$ cat src/rtl/regdst_pipe.sv
// regdst_pipe: write-back destination select carried through an elastic valid/ready pipe,
// with a pending-write scoreboard; define REGDST_STATS_EN to add stall_cnt/link_cnt counters.
module regdst_pipe #(
    parameter int AW        = 5,
    parameter int NSRC      = 2,
    parameter int SEL_W     = 2,
    parameter int LINK_ADDR = 31,
    parameter int DEPTH     = 2
) (
    input  logic              clk,
    input  logic              rst_n,
    input  logic              flush,
    input  logic              in_valid,
    output logic              in_ready,
    input  logic [NSRC*AW-1:0] in_addr,
    input  logic [SEL_W-1:0]  sel,
    input  logic              in_wen,
    output logic              out_valid,
    input  logic              out_ready,
    output logic [AW-1:0]     out_addr,
    output logic              out_wen,
    input  logic [AW-1:0]     rs_addr,
    input  logic [AW-1:0]     rt_addr,
    output logic              rs_busy,
    output logic              rt_busy
`ifdef REGDST_STATS_EN
    ,
    output logic [15:0]       stall_cnt,
    output logic [15:0]       link_cnt
`endif
);
    logic [DEPTH-1:0] v, wen_q, load;
    logic [AW-1:0]    addr_q [DEPTH];
    logic [AW-1:0]    sel_addr;

    always_comb begin
        sel_addr = AW'(LINK_ADDR);
        for (int k = 0; k < NSRC; k++)
            if (int'(sel) == k) sel_addr = in_addr[k*AW +: AW];
    end

    // A stage may load if it or any stage downstream of it is empty, or the output drains.
    always_comb begin
        logic free;
        free = out_ready;
        load = '0;
        for (int i = DEPTH-1; i >= 0; i--) begin
            free    = free || !v[i];
            load[i] = free;
        end
    end

    assign in_ready  = rst_n && !flush && load[0];
    assign out_valid = v[DEPTH-1];
    assign out_addr  = addr_q[DEPTH-1];
    assign out_wen   = wen_q[DEPTH-1];

    always_comb begin
        rs_busy = 1'b0;
        rt_busy = 1'b0;
        for (int i = 0; i < DEPTH; i++) begin
            rs_busy = rs_busy || (v[i] && wen_q[i] && addr_q[i] == rs_addr && rs_addr != '0);
            rt_busy = rt_busy || (v[i] && wen_q[i] && addr_q[i] == rt_addr && rt_addr != '0);
        end
    end

    always_ff @(posedge clk) begin
        if (!rst_n) begin
            v     <= '0;
            wen_q <= '0;
            for (int i = 0; i < DEPTH; i++) addr_q[i] <= '0;
        end else if (flush) begin
            v <= '0;
        end else begin
            if (load[0]) begin
                v[0]      <= in_valid;
                addr_q[0] <= sel_addr;
                wen_q[0]  <= in_wen && sel_addr != '0;
            end
            for (int i = 1; i < DEPTH; i++)
                if (load[i]) begin
                    v[i]      <= v[i-1];
                    addr_q[i] <= addr_q[i-1];
                    wen_q[i]  <= wen_q[i-1];
                end
        end
    end

`ifdef REGDST_STATS_EN
    always_ff @(posedge clk) begin
        if (!rst_n) begin
            stall_cnt <= '0;
            link_cnt  <= '0;
        end else begin
            if (out_valid && !out_ready && stall_cnt != 16'hFFFF)
                stall_cnt <= stall_cnt + 16'd1;
            if (in_valid && in_ready && int'(sel) >= NSRC && link_cnt != 16'hFFFF)
                link_cnt <= link_cnt + 16'd1;
        end
    end
`endif
endmodule

$ cat config.mk
export PLATFORM = sky130hd
export DESIGN_NAME = regdst_pipe
export DESIGN_NICKNAME = d
export VERILOG_FILES = /design/src/rtl/regdst_pipe.sv
export SDC_FILE = /design/constraint.sdc
export NUM_CORES = 1
export LEC_CHECK = 0
export BUFFER_PORTS_ARGS = -buffer_cell sky130_fd_sc_hd__buf_2
export CAP_MARGIN = 10
export CORE_UTILIZATION = 51
export CTS_CLUSTER_SIZE = 40
export DETAILED_ROUTE_END_ITERATION = 8
export MAX_ROUTING_LAYER = met4
export PLACE_DENSITY_LB_ADDON = 0.3
export RECOVER_POWER = 25
export SLEW_MARGIN = 15
export SYNTH_ARGS = -nofsm -noshare
export SYNTH_HDL_FRONTEND = slang
export SYNTH_SLANG_ARGS = --single-unit
$ cat constraint.sdc
create_clock -name clk -period 2.1 [get_ports clk]
set_input_delay 0.105 -clock clk [delete_from_list [all_inputs] [get_ports clk]]
set_output_delay 0.105 -clock clk [all_outputs]
set_load 0.02 [all_outputs]
==> flow_metrics.env <==
export IMPL_antenna_found_initial=0
export IMPL_critPathKind="reg -> out"
export IMPL_pre_cts_ws_ps=594
export IMPL_setup_violations=0
export IMPL_setup_tns_ps=0
export IMPL_ys_flop_type="edfxtp_1"
export IMPL_grt_pass1_wl_mm=3.10
export IMPL_grt_pass1_vias=780
export IMPL_postSynthCellCount=99
export IMPL_drive_above_1_share_pct=30.4
export IMPL_portBuffers=37
export IMPL_final_common_cell="buf_2"
export IMPL_die_area_um2=2070
export IMPL_path_clk_slew_ps=80
export IMPL_synth_avg_cell_area_um2=9.73
export IMPL_syn_nets=127
export IMPL_maxSlewViolCount=0
export IMPL_grt_start_max_net_pins=15
export IMPL_gp_congestion=0.808
export IMPL_die_x_um=45.5
export IMPL_gr_total_overflow=0
export IMPL_slew_headroom_pct=76.7
export IMPL_wl_mm=2.01
export IMPL_hold_ws_ps=40.1
export IMPL_firstDrtPassIters=5
export IMPL_outcome="complete, no violations"
export IMPL_finalHoldViolations=0
export IMPL_leakage_nw=0.495
export IMPL_post_cts_setup_buffers=0
export IMPL_yosysTopAreaCellShare_pct=31.2
export IMPL_yosysTopAreaCell="edfxtp_1"
export IMPL_async_flop_share_pct=0
export IMPL_first_iter_violations=9
export IMPL_cts_resized=0
export IMPL_hp_class="in -> reg"
export IMPL_ctsHoldBuffers=0
export IMPL_area_growth_pct=20.5
export IMPL_cp_end_kind="output pin"
export IMPL_core_rowCount=15
export IMPL_ys_ff_latch=14
export IMPL_numCtsBuffers=3
export IMPL_start_util_pct=55.2
export IMPL_grt_setup_unrepaired="no"
export IMPL_ant_nets=0
export IMPL_cts_root_buffer="clkbuf_4"
export IMPL_cp_max_fo=3
export IMPL_dp_hpwl_mm=1.69
export IMPL_cts_tree="yes"
export IMPL_period_share_pct=86.7
export IMPL_synth_top_cells_by_area="edfxtp_1, xor2_1, dfxtp_1"
export IMPL_worstHoldPathCells=3
export IMPL_drc=0
export IMPL_h_tree_depth=1
export IMPL_ios=38
export IMPL_max_freq_mhz=549
export IMPL_diodes=0
export IMPL_cts_max_path_buffers=2
export IMPL_clock_latency_ps=270
export IMPL_power_per_cell_area_nw_per_um2=544
export IMPL_core_area_um2=1750
export IMPL_setup_ws_ps=280
export IMPL_start_kind="register"
export IMPL_vias_per_cell=5.24
export IMPL_syn_area_um2=963
export IMPL_ys_types=27
export IMPL_wire_per_inst_um=12.6
export IMPL_finalCriticalPeriod_ps=1820
export IMPL_final_util_pct=66.5
export IMPL_worst_pin_slew_ps=349
export IMPL_synth_edf_count=10
export IMPL_arrival_ps=1720
export IMPL_maxCapViolCount=0
export IMPL_required_ps=2000
export IMPL_final_cell_mix="buf_2, xor2_1, nor2_1"
export IMPL_die_h_um=45.5
export IMPL_fin_nets=164
export IMPL_ir_drop_uv=336
export IMPL_cts_sinks=14
export IMPL_yosysSeqAreaShare_pct=39.5
export IMPL_num_vias=839
export IMPL_post_layout_total_power_mw=0.632
export IMPL_finClkSkew_ps=1.06
export IMPL_grt_use_total_pct=22.1
export IMPL_synth_warning_count=0
export IMPL_r2r_cells=4
-- flip-flops by register name, summed over array words and instances (netlist names) --
name and cells:
addr_q 10, v 2, wen_q 2
-- layer usage --
layer	vias to the layer above	part of all wire (%)	GRT usage, %
met5	-	0	-
met2	35	54	40.9
met3	4	4.1	2.38
met1	382	40	21.7
li1	418	-	-
met4	0	2.0	13.3
-- through the flow --
stage,cells,area [um2]
after global routing,160,1160
after CTS,160,1170
after floorplan,99,963
after detailed placement,156,1140
final,160,1160
after global placement,156,1140
-- synthesized netlist by cell type, types with 2 or more instances --
library cell and instances:
nor4_1 4, nor2b_1 6, nor3_1 2, or4_1 2
xor2_1 16, buf_4 5, o21ai_0 3, a21oi_1 4
xnor2_1 4, a211oi_1 5, nand4_1 4, edfxtp_1 10
nor2_1 13, dfxtp_1 4, and2_1 5
-- final cells by class --
type | instances | area [um2]
flip-flops and latches | 14 | 380
repair buffers | 39 | 194
clock inverters | 1 | 3.75
multi-input cells | 76 | 509
inverters | 2 | 20.0
clock buffers | 3 | 22.5
well taps | 25 | 31.3
fillers | 162 | 584
-- logic make-up after synthesis --
family,count (synthesis),synth area share (%)
buffers and inverters,9,7.66
XOR/XNOR,20,18.2
flip-flops,14,39.5
AND/OR/NAND/NOR,42,25.1
AO/OA/AOI/OAI,14,9.61
-- power breakdown --
group	leakage, nW	switching [mW]	internal, mW	total, mW
Sequential	0.141	0.0218	0.317	0.339
Combinational	0.338	0.0741	0.0659	0.140
Clock	0.0154	0.0837	0.0688	0.153
Total	0.495	0.180	0.452	0.632
-- critical path: stages (launching register included) --
cell and delay [ps]:
edfxtp_1 450, xor2_1 190, nor4_1 350, nand4_1 140, a21oi_1 150, buf_2 170
-- final timing paths --
check                from           end  slack (ps)
min              in_valid          v[0]          40
max reg2reg          v[1]  addr_q[0][8]         610
min reg2reg          v[0]          v[1]         540
max          addr_q[0][7]       rt_busy         280
Power figures use the tool's default switching activity.
